==> src/rtl/uart_pkg.sv <==
// Shared types for the UART transmit-side scheduler: FSM encoding, byte width
// and the two-way round-robin grant helper.
package uart_pkg;

  localparam int UART_DATA_W = 8;

  typedef enum logic [2:0] {
    IDLE,
    LOAD,
    START,
    WAIT_BUSY,
    WAIT_DONE
  } tx_sched_state_t;

  // A lone requester always wins; on contention the pointer names the winner.
  function automatic logic [1:0] rr_grant(input logic [1:0] valid, input logic ptr);
    logic [1:0] g;
    g = 2'b00;
    case (valid)
      2'b01:   g = 2'b01;
      2'b10:   g = 2'b10;
      2'b11:   g = ptr ? 2'b10 : 2'b01;
      default: g = 2'b00;
    endcase
    return g;
  endfunction

endpackage

==> src/rtl/uart_byte_fifo.sv <==
// Show-ahead byte FIFO feeding the UART scheduler; simultaneous push and pop
// leave the count unchanged, pointers wrap naturally (depth is a power of two).
module uart_byte_fifo
  import uart_pkg::*;
#(
  parameter int FIFO_DEPTH = 4
) (
  input  logic                          CLK,
  input  logic                          reset,
  input  logic                          push,
  input  logic                          pop,
  input  logic [UART_DATA_W-1:0]        din,
  output logic [UART_DATA_W-1:0]        dout,
  output logic                          full,
  output logic                          empty,
  output logic [$clog2(FIFO_DEPTH):0]   count
);

  localparam int AW = $clog2(FIFO_DEPTH);
  localparam int CW = AW + 1;

  logic [UART_DATA_W-1:0] mem [FIFO_DEPTH];
  logic [AW-1:0]          wr_ptr;
  logic [AW-1:0]          rd_ptr;
  logic                   push_ok;
  logic                   pop_ok;

  assign full    = (count == CW'(FIFO_DEPTH));
  assign empty   = (count == '0);
  assign push_ok = push && !full;
  assign pop_ok  = pop && !empty;
  assign dout    = mem[rd_ptr];

  // Storage carries data only, so it is left out of reset.
  always_ff @(posedge CLK) begin
    if (push_ok) mem[wr_ptr] <= din;
  end

  always_ff @(posedge CLK or negedge reset) begin
    if (!reset) begin
      wr_ptr <= '0;
      rd_ptr <= '0;
      count  <= '0;
    end else begin
      if (push_ok) wr_ptr <= wr_ptr + AW'(1);
      if (pop_ok)  rd_ptr <= rd_ptr + AW'(1);
      case ({push_ok, pop_ok})
        2'b10:   count <= count + CW'(1);
        2'b01:   count <= count - CW'(1);
        default: count <= count;
      endcase
    end
  end

endmodule

==> src/rtl/uart_tx_sched.sv <==
// Transmit scheduler: round-robin arbitration of two byte sources into a FIFO,
// then the UART load / start / busy handshake for each queued byte.
module uart_tx_sched
  import uart_pkg::*;
#(
  parameter int FIFO_DEPTH    = 4,
  parameter int START_TIMEOUT = 16
) (
  input  logic                         CLK,
  input  logic                         reset,
  input  logic [1:0]                   req_valid,
  input  logic [UART_DATA_W-1:0]       req_data0,
  input  logic [UART_DATA_W-1:0]       req_data1,
  output logic [1:0]                   req_ready,
  output logic [UART_DATA_W-1:0]       uart_data,
  output logic                         uart_byte_ready,
  output logic                         uart_tx_byte,
  input  logic                         uart_tx_busy,
  output logic [$clog2(FIFO_DEPTH):0]  fifo_count,
  output logic                         sched_idle,
  output logic                         start_err
);

  localparam int TW = $clog2(START_TIMEOUT) + 1;

  tx_sched_state_t        state;
  tx_sched_state_t        state_nxt;
  logic                   rr_ptr;
  logic                   fifo_push;
  logic                   fifo_pop;
  logic                   fifo_full;
  logic                   fifo_empty;
  logic                   push_sel;
  logic [UART_DATA_W-1:0] push_data;
  logic [UART_DATA_W-1:0] fifo_dout;
  logic [TW-1:0]          tmo_cnt;
  logic                   tmo_hit;

  // Full comes from the registered count, so a pop this cycle never frees a slot early.
  always_comb begin
    req_ready = 2'b00;
    if (!fifo_full) req_ready = rr_grant(req_valid, rr_ptr);
  end

  assign fifo_push = |(req_valid & req_ready);
  assign push_sel  = req_ready[1];
  assign push_data = push_sel ? req_data1 : req_data0;

  always_ff @(posedge CLK or negedge reset) begin
    if (!reset)         rr_ptr <= 1'b0;
    else if (fifo_push) rr_ptr <= ~push_sel;
  end

  uart_byte_fifo #(
    .FIFO_DEPTH (FIFO_DEPTH)
  ) u_fifo (
    .CLK   (CLK),
    .reset (reset),
    .push  (fifo_push),
    .pop   (fifo_pop),
    .din   (push_data),
    .dout  (fifo_dout),
    .full  (fifo_full),
    .empty (fifo_empty),
    .count (fifo_count)
  );

  // tmo_cnt is 0 on the first WAIT_BUSY cycle, i.e. one cycle after tx_byte, so
  // firing at START_TIMEOUT-2 makes start_err visible START_TIMEOUT cycles after
  // the strobe (START_TIMEOUT must be at least 2).
  assign tmo_hit = (state == WAIT_BUSY) && !uart_tx_busy &&
                   (tmo_cnt == TW'(START_TIMEOUT - 2));

  always_ff @(posedge CLK or negedge reset) begin
    if (!reset) state <= IDLE;
    else        state <= state_nxt;
  end

  always_comb begin
    state_nxt = state;
    case (state)
      IDLE:      if (!fifo_empty && !uart_tx_busy) state_nxt = LOAD;
      LOAD:      state_nxt = START;
      START:     state_nxt = WAIT_BUSY;
      WAIT_BUSY: begin
        if (uart_tx_busy) state_nxt = WAIT_DONE;
        else if (tmo_hit) state_nxt = IDLE;
      end
      WAIT_DONE: if (!uart_tx_busy) state_nxt = IDLE;
      default:   state_nxt = IDLE;
    endcase
  end

  always_comb begin
    uart_byte_ready = (state == LOAD);
    uart_tx_byte    = (state == START);
    fifo_pop        = (state == IDLE) && !fifo_empty && !uart_tx_busy;
    sched_idle      = (state == IDLE) && fifo_empty;
  end

  // uart_data changes only on a pop, so it stays stable for the whole transfer.
  always_ff @(posedge CLK or negedge reset) begin
    if (!reset) begin
      uart_data <= '0;
      tmo_cnt   <= '0;
      start_err <= 1'b0;
    end else begin
      if (fifo_pop) uart_data <= fifo_dout;
      if (state == START)          tmo_cnt <= '0;
      else if (state == WAIT_BUSY) tmo_cnt <= tmo_cnt + TW'(1);
      if (tmo_hit) start_err <= 1'b1;
    end
  end

endmodule

==> config.mk <==
export PLATFORM = sky130hd
export DESIGN_NAME = uart_tx_sched
export DESIGN_NICKNAME = d
export VERILOG_FILES = /design/src/rtl/uart_pkg.sv /design/src/rtl/uart_byte_fifo.sv /design/src/rtl/uart_tx_sched.sv
export SDC_FILE = /design/constraint.sdc
export NUM_CORES = 1
export LEC_CHECK = 0
export ABC_AREA = 1
export CELL_PAD_IN_SITES_DETAIL_PLACEMENT = 0
export CELL_PAD_IN_SITES_GLOBAL_PLACEMENT = 1
export CORE_MARGIN = 8
export CORE_UTILIZATION = 42
export DETAILED_ROUTE_END_ITERATION = 12
export GPL_TIMING_DRIVEN = 0
export HOLD_SLACK_MARGIN = 0.12
export PLACE_DENSITY = 0.78
export SLEW_MARGIN = 20
export SYNTH_ARGS = -nofsm -noshare
export SYNTH_HDL_FRONTEND = slang
export SYNTH_SLANG_ARGS = --single-unit
==> constraint.sdc <==
create_clock -name CLK -period 2.7 [get_ports CLK]
set_clock_uncertainty 0.1 [all_clocks]
set_input_delay 0.54 -clock CLK [delete_from_list [all_inputs] [get_ports CLK]]
set_output_delay 0.54 -clock CLK [all_outputs]
set_load 0.05 [all_outputs]
* Yosys cells after proc, flatten, opt, wreduce, memory -nomap -nowiden
Memory sizes are Yosys's and may differ from the RTL's. A register that Yosys moved wholly into a read port is not among the register bits.
Cells that the tools add are included.
** Storage, ports and cells
- Output and inout port bits :: 17
- Register bits :: 17
- Logic and storage cells :: 61
- Memories kept :: 1
- Bits in writable memories :: 32
** Memory list
- u_fifo.mem :: depth 4, bits a word 8, rd ports 1, clocked after Yosys merged registers in 1, wr ports 1, RTL line uart_byte_fifo.sv:22 : logic [UART_DATA_W-1:0] mem [FIFO_DEPTH];
** Operators by class
- Multiplexer cells :: 14
- Add/subtract/negate cells :: 5
- Bitwise gates (word level) :: 2
- Equal/unequal tests :: 14
- Reduce and logical (&&, ||, !) cells :: 18
** Operator list (number)
- 3-bit one-hot mux with 5 select lines :: 1
- 3-bit two-way mux :: 4
- 5-bit two-way mux :: 2
- 1-bit logical AND :: 8
- 8-bit two-way mux :: 1
- 2-bit == test (second input constant) :: 3
- 3-bit by 2-bit == test with 1-bit output (second input constant) :: 2
- 3-bit == test (second input constant) :: 2
- 3-bit logical NOT :: 2
- 2-bit one-hot mux with 3 select lines :: 1
- 3-bit one-hot mux with 2 select lines :: 1
- 5-bit by 1-bit adder with 5-bit output (second input constant) :: 1
- 5-bit by 4-bit == test with 1-bit output (second input constant) :: 1
- 2-bit by 1-bit adder with 2-bit output (second input constant) :: 2
- 2-bit by 1-bit == test with 1-bit output (second input constant) :: 2
- 1-bit logical NOT :: 4
- 2-bit two-way mux :: 2
- 2-bit inequality test (second input constant) :: 2
- 2-bit nonzero test :: 2
- 3-bit by 1-bit adder with 3-bit output (second input constant) :: 1
- 3-bit by 1-bit == test with 1-bit output (second input constant) :: 1
- 3-bit inequality test (second input constant) :: 1
- 3-bit AND reduction :: 1
- 3-bit by 1-bit subtractor with 3-bit output (second input constant) :: 1
- 4 further kinds :: 5

* Logic depth before layout (Yosys ltp)
Gate-level depths: netlist of run 1.
- Depth in word-level cells :: 8
- Gate-level depth with buffers :: 11

* Hierarchy
From an unflattened synthesis of run 1, not the netlist that was laid out.
** Second synthesis, totals
- Cells, all modules :: 290
- Area total of the unflattened synthesis :: 2741.4 um^2
** Modules (own cells, without submodules)
- uart_byte_fifo :: area an instance 1751.7 um^2, times used 1, cells each 154
- uart_tx_sched :: area an instance 989.7 um^2, times used 1, cells each 136

* Worst setup path after synthesis of run 1
OpenSTA, ideal clock, no wires.
- Path type :: reg2reg
- Start point :: reg u_fifo.count[2]
- End point :: reg u_fifo.count[2]
- Cell stages (with the launch flop) :: 11
- Setup time :: 0.079 ns
- Buffers on the path :: 0
- Path slack :: 0.305 ns
- Clock period less this slack :: 2.395 ns
- Required time :: 2.521 ns
- Data arrival time :: 2.216 ns
- Cells stage by stage :: dfrtp_1 inv_1 nand3_2 nand3_4 inv_2 ha_1 inv_1 fa_1 or2_2 nand2_1 xor2_1
** Between the ends
- Cells in the longest elaborated chain, start to end :: 7
- Elaborated cells on any way between the ends :: 17
- Classes of those cells :: add/sub (2); eq/ne (3); mux (2); bitwise (1); reduce/logical (9)
** Ends and longest elaborated chain
- start: declaration :: RTL line uart_byte_fifo.sv:16 : output logic [$clog2(FIFO_DEPTH):0] count
- start signal: assignment :: RTL line uart_byte_fifo.sv:48 : 2'b10: count <= count + CW'(1);
- start signal: assignment :: RTL line uart_byte_fifo.sv:49 : 2'b01: count <= count - CW'(1);
- start signal: assignment :: RTL line uart_byte_fifo.sv:50 : default: count <= count;
- 3-bit logical NOT * :: RTL line uart_byte_fifo.sv:29 : assign empty = (count == '0);
- 1-bit logical NOT * :: RTL line uart_byte_fifo.sv:31, uart_tx_sched.sv:97
- 1-bit logical AND (2 in a row) :: RTL line uart_tx_sched.sv:97 : fifo_pop = (state == IDLE) && !fifo_empty && !uart_tx_busy;
- 1-bit logical AND * :: RTL line uart_byte_fifo.sv:31 : assign pop_ok = pop && !empty;
- via u_fifo.pop_ok :: RTL line uart_byte_fifo.sv:26 : logic pop_ok;
- 2-bit by 1-bit == test with 1-bit output / 2-bit == test (equally long branches) :: RTL line uart_byte_fifo.sv:47 : case ({push_ok, pop_ok})
- 3-bit one-hot mux with 2 select lines / 2-bit nonzero test (equally long branches)
The timed path passes the listed nets; every way through them passes the cells marked *.
A chain may end at the register's enable or synchronous reset.

* Worst setup path in the final report of run 1
- Start point :: reg state[0]
- End point :: out uart_tx_byte
** Between the ends
- Cells in the longest elaborated chain, start to end :: 1
** Ends and longest elaborated chain
- start: declaration :: RTL line uart_tx_sched.sv:26 : tx_sched_state_t state;
- start signal: assignment :: RTL line uart_tx_sched.sv:76 : else state <= state_nxt;
- 3-bit by 2-bit == test with 1-bit output :: RTL line uart_tx_sched.sv:96 : uart_tx_byte = (state == START);
- end: declaration :: RTL line uart_tx_sched.sv:17 : output logic uart_tx_byte,
Every way passes these cells.

==> results of run 1 <==
[flip-flops by register name, indices dropped and copies added, names as in the netlist]
register,count
uart_data,8
u_fifo.mem,32
start_err,1
u_fifo.rd_ptr,2
u_fifo.wr_ptr,2
state,3
u_fifo.count,3
tmo_cnt,5
rr_ptr,1
[repair_timing]
item	in CTS	in global routing
endpoints found under the setup margin	2	3
hold buffers	0	0
resized for setup	3	4
[cells by family (layout without fill, tap and decap cells)]
| family | count (synthesis) | in the layout |
|---|---|---|
| adders and majority gates | 8 | 8 |
| AOI/OAI and AO/OA | 31 | 31 |
| buffers and inverters | 43 | 96 |
| xor gates and xnor gates | 5 | 5 |
| DFF | 57 | 57 |
| and+or+nand+nor | 141 | 141 |
[final timing paths]
check	slack, ns	to	depth (start not counted)
worst min register to register	0.36	start_err	2
worst min-delay path	0.12	rr_ptr	1
min in group CLK	0.36	start_err	2
worst max register to register	0.46	u_fifo.count[2]	11
max in group asynchronous	1.97	uart_data[0]	1
worst max-delay path	0.15	uart_tx_byte	4
[cells in the mapped netlist (2+ instances only)]
master	instances	share of area
xnor2_1	2	0.0065
inv_2	7	0.0097
o21ai_0	21	0.039
buf_6	4	0.017
nor2_1	38	0.053
nand3_1	8	0.015
nand3_4	2	0.013
buf_4	3	0.0083
xor2_1	3	0.0097
edfxtp_1	32	0.36
o21ai_1	2	0.0037
a21oi_1	5	0.0093
inv_1	29	0.040
nand2_1	87	0.12
ha_1	7	0.032
dfrtp_1	25	0.23
[critical path: stages (launching register included)]
cell	delay, ns
dfrtp_1	0.43
nor2_2	0.14
nand2_1	0.12
inv_1	0.10
clkdlybuf4s50_1	0.80
[stage by stage]
stage,utilization,setup TNS [ns],worst slack (ns)
finish,0.5346,0,0.1519
global route,0.5346,0,0.07495
CTS,0.5356,0,0.009783
detailed placement,0.5043,-0.5676,-0.2779
global placement,0.5051,-0.5412,-0.2696
floorplan,-,0,0.3047
[layer usage]
metal | GRT usage | up-vias
met4 | 0.06146 | 0
li1 | - | 997
met5 | 0 | -
met1 | 0.1552 | 873
met2 | 0.2100 | 39
met3 | 0.03432 | 7
[power breakdown]
part           internal [uW]  total [uW]  switching [uW]
logic                    590        1790            1200
clock network            473         788             315
registers               1290        1440             149
total                   2350        4010            1660
[area by class of cell]
cell class                 count  area, um^2
timing repair buffer          37       357.8
sequential                    57        1587
inverter                      36       135.1
multi-input combinational    185       914.6
tap                           77       96.34
buffer                         7       67.56
clock buffer                  13       158.9
fill                         577        2922
clock inverter                 3       38.79
==> reports/qor.csv, run 1 <==
metric,value,unit
status,"complete, no violations",
clock buffer depth,2,
"most common cell after layout, fill and taps aside",nand2_1,
Via density,4.617,
nets,362,
hold slack,0.1235,ns
H-tree levels,3,
sequential fraction of the synthesis area,0.5868,
"Top FF cell, synth",edfxtp_1,
final instance area,0.003356,mm^2
Max Cap Violations,0,
TritonRoute pass-1 iters,4,
die area,0.009261,mm^2
Post-synth EDFFs,32,
initial antenna violation count,0,
worst-case vdd ir drop,0.6214,mV
n_diodes,0,
Final ANT Viol Nets,0,
Via Count,1916,
first-pass GRT wire length,8928,um
Clock transition at path regs,0.06,ns
mux contribution to synthesized area,0,
worst-path maximum fanout,5,
origin of the critical flop-to-flop path,state[0],
clk sinks,57,
M1 WL,2436,um
Highest Signal Layer,met4,
CTS Buf Count,9,
Static Leakage,0.001531,uW
core area,0.006277,mm^2
WL/cell,12.73,um
crit path capture type,output port,
total gr overflow,0,
crit path time final,2.548,ns
gpl congestion,0.7723,
Syn Nets,314,
syn avg cell area,9.487,um^2
Final Non-Filler Cells,415,
placed cells,399,
Max Clk Rate,392.5,MHz
Ports,38,
largest net degree at the start of global routing,26,
CTS tree,yes,
Simple-Gate Fraction of Synth Area,0.2184,
"FFs w/ async S/R, synth",0.4386,
Post-CTS Setup Inserts,0,
Syn. warnings,0,
First DRT Iteration DRCs,98,
Die Wd,96.24,um
Slew @ Worst Pin,0.8297,ns
Row Count,29,
CP startpoint,state[0],
Worst EP required,2.06,ns
final WL,5283,um
vias in the first global route,1886,
routed wire length on met3,234,um
Area growth syn-to-layout,24.11,%
input/output buffers,37,
Synth Area in Adders,0.03980,
Met2 Wirelength,2542,um
largest family of logic cells by synthesized area,simple AND/OR/NAND/NOR gates,
Synth Area in XOR/XNOR,0.01620,
crit path launch type,register,
most frequent cells in the layout,"87 x nand2_1, 38 x nor2_1, 33 x clkdlybuf4s50_1",
worst setup path category,register to output port,
slew margin rel.,0.4448,
Root Driver,clkbuf_8,
Initial Util,0.4307,
pwr dens,1196,mW/mm^2
Compound-Gate Fraction of Synth Area,0.06386,
total power,4013,uW
"Hold Violations, Final",0,
worst skew pair latency,0.32,ns
HP Class,input pin to async pin,
final setup violation count,0,
Area after DPL,0.003166,mm^2
mapped cell area,0.002704,mm^2
RSZ-0062 raised after global routing,no,
fraction of layout cells with a size suffix above 1,0.1124,
#FFs+latches synth,57,
Die Span Y,96.24,um
DRC,0,
critical path arrival,1.91,ns
gr usage total,0.1290,
period utilization,0.9437,
"Distinct cells, synth",26,
cells after synthesis,285,
dpl hpwl,3769,um
Final Max Tran Viols,0,
(Power assumes the default switching activity.)
==> inputs of run 2 (changes only) <==
CORE_ASPECT_RATIO = 0.6   (was default)
clock period = 2.9 ns   (was 2.7 ns; I/O delays follow)
==> run 2 against run 1 <==
Hold slack gained 0.028 ns. Sequential power shrank 7%. Count of clock-buffer cells in the layout grew 2. Core utilization is 0.76 points higher. Clock power shrank 19%. Critical path depth up 2. Sequential share of layout area rose by 0.18 points. Cell area is 0.37% lower. First-iteration DRC count fell by 2.0%. Routed wire length grew 4.0%. Power decreased by 8.8%. Highest routed layer unchanged.
==> reports/qor.csv, run 2 (same netlist as run 1, synthesis figures left out) <==
metric,value,unit,change
final instance area,0.003343,mm^2,was 0.003356 mm^2
die area,0.009346,mm^2,was 0.009261 mm^2
Max Clk Rate,363.5,MHz,
worst setup path category,input pin to output port,,was register to output port
CP peak stage delay,0.55,ns,was 0.80 ns
crit-path cells,clkdlybuf4s50_1 > nand3_1 > nand2_1 > o21ai_0 > nor2_1 > dlygate4sd2_1,,was nor2_2 > nand2_1 > inv_1 > clkdlybuf4s50_1
crit path time final,2.751,ns,
met3 Use GR,0.05214,,was 0.03432
setup TNS,0,ns,unchanged
slew margin rel.,0.4557,,was 0.4448
fill count,570,,was 577
Die Span Y,78.15,um,was 96.24 um
first-pass GRT wire length,9356,um,was 8928 um
Post-CTS Setup Inserts,0,,unchanged
period utilization,0.9486,,
total gr overflow,0,,unchanged
H-tree levels,3,,unchanged
slowest library cell on the worst path,clkdlybuf4s50_1,,unchanged
dpl hpwl,4003,um,was 3769 um
Final Max Tran Viols,0,,unchanged
origin of the critical flop-to-flop path,state[0],,unchanged
Row Count,22,,was 29
worst-path maximum fanout,4,,was 5
M2 GR Usage,0.1805,,was 0.2100
largest net degree at the start of global routing,26,,unchanged
Area after DPL,0.003174,mm^2,was 0.003166 mm^2
"most common cell after layout, fill and taps aside",nand2_1,,unchanged
"CP delay by family, top",buffers and inverters,,unchanged
pwr dens,1094,mW/mm^2,was 1196 mW/mm^2
critical path arrival,2.07,ns,was 1.91 ns
fraction of layout cells with a size suffix above 1,0.1036,,was 0.1124
HP Class,input pin to async pin,,unchanged
core area,0.006166,mm^2,was 0.006277 mm^2
most frequent cells in the layout,"87 x nand2_1, 38 x nor2_1, 34 x clkdlybuf4s50_1",,"was 87 x nand2_1, 38 x nor2_1, 33 x clkdlybuf4s50_1"
clk sinks,57,,unchanged
First DRT Iteration DRCs,96,,was 98
cts hold-fix bufs,0,,unchanged
Area growth syn-to-layout,23.65,%,was 24.11%
Ports,38,,unchanged
placed cells,406,,was 399
R2R depth,11,,unchanged
Die Wd,119.6,um,was 96.24 um
FF-to-FF setup slack,0.62,ns,was 0.46 ns
met1 Usage GRT,0.1706,,was 0.1552
initial antenna violation count,0,,unchanged
crit path capture type,output port,,unchanged
Root Driver,clkbuf_8,,unchanged
total power,3659,uW,was 4013 uW
Initial Util,0.4385,,was 0.4307
n_diodes,0,,unchanged
Static Leakage,0.001504,uW,was 0.001531 uW
Largest regs,"u_fifo.mem (32), uart_data (8), tmo_cnt (5)",,unchanged
CP Buf/Inv Count,2,,unchanged
RSZ-0062 raised after global routing,no,,unchanged
CP Depth,6,,was 4
Largest register FFs,32,,unchanged
input/output buffers,37,,unchanged
"Core Util, Final",0.5422,,was 0.5346
clock buffer depth,2,,unchanged
Worst EP required,2.22,ns,was 2.06 ns
gpl congestion,0.7557,,was 0.7723
Clock transition at path regs,0.06,ns,about the same
worst-case vdd ir drop,0.4171,mV,was 0.6214 mV
nets,362,,unchanged
Via density,4.536,,was 4.617
DRC,0,,unchanged
TritonRoute pass-1 iters,4,,unchanged
Final Non-Filler Cells,422,,was 415
Final ANT Viol Nets,0,,unchanged
Via Count,1914,,was 1916
status,"complete, no violations",,unchanged
worst skew pair latency,0.33,ns,was 0.32 ns
CTS Buf Count,9,,unchanged
"Hold Violations, Final",0,,unchanged
crit path launch type,input pin,,was register
vias in the first global route,1880,,was 1886
final setup violation count,0,,unchanged
final WL,5495,um,was 5283 um
Reg-to-Reg End,u_fifo.count[2],,unchanged
Biggest register,u_fifo.mem,,unchanged
Max Cap Violations,0,,unchanged
CTS tree,yes,,unchanged
GRT Max-Usage Layer,met2,,unchanged
gr usage total,0.1281,,was 0.1290
WL/cell,13.02,um,was 12.73 um
Slew @ Worst Pin,0.8134,ns,was 0.8297 ns
[run 2: changes by cell type in the layout (fill, tap and decap cells not counted)]
cell,change
clkbuf_1,+2
clkbuf_2,-2
dlygate4sd2_1,+2
bufinv_16,-1
clkdlybuf4s50_1,+1
clkinv_1,-1
dlymetal6s2s_1,-1
[run 2: layer usage]
layer | vias up | wire length [um]
met5 | - | 0
li1 | 1000 | -
met2 | 57 | 2264
met3 | 6 | 372
met4 | 0 | 65
met1 | 851 | 2792
[run 2: power breakdown]
group / internal (uW) / switching [uW]
Clock: 357 / 286
Sequential: 1200 / 142
Combinational: 552 / 1120
Total: 2110 / 1550
[run 2: worst max-delay path by stage]
| stage | slack [ns] | endpoint | from |
|---|---|---|---|
| after CTS | 0.13 | req_ready[0] | req_valid[1] |
| after global placement | -0.13 | req_ready[0] | req_valid[1] |
| after global routing | 0.03 | req_ready[0] | req_valid[1] |
| after floorplan | 0.50 | u_fifo.count[2] | u_fifo.count[2] |
| final | 0.15 | req_ready[0] | req_valid[1] |
| after detailed placement | -0.13 | req_ready[0] | req_valid[1] |
[run 2: metrics by stage]
stage	hold WS (ns)	setup WS (ns)
after floorplan	0.1844	0.5047
after global placement	0.3500	-0.1260
after detailed placement	0.3600	-0.1341
after CTS	0.1507	0.1339
after global routing	0.1979	0.03016
final	0.1511	0.1492
[run 2: timing repair]
item / 4_1_cts / 5_1_grt
endpoints found under the hold margin: 0 / 0
setup endpoints to repair: 2 / 0
resized for setup: 2 / 0
[run 2: area by class of cell]
| type | count | area [um^2] | share of cell area |
|---|---|---|---|
| flip-flops and latches | 57 | 1587 | 0.4745 |
| multi-input cells | 185 | 914.6 | 0.2736 |
| repair buffers | 37 | 362.8 | 0.1085 |
| clock buffers | 15 | 166.4 | 0.04978 |
| inverters | 36 | 135.1 | 0.04042 |
| well taps | 84 | 105.1 | 0.03144 |
| plain buffers | 7 | 67.56 | 0.02021 |
| clock inverters | 1 | 5.005 | 0.001497 |
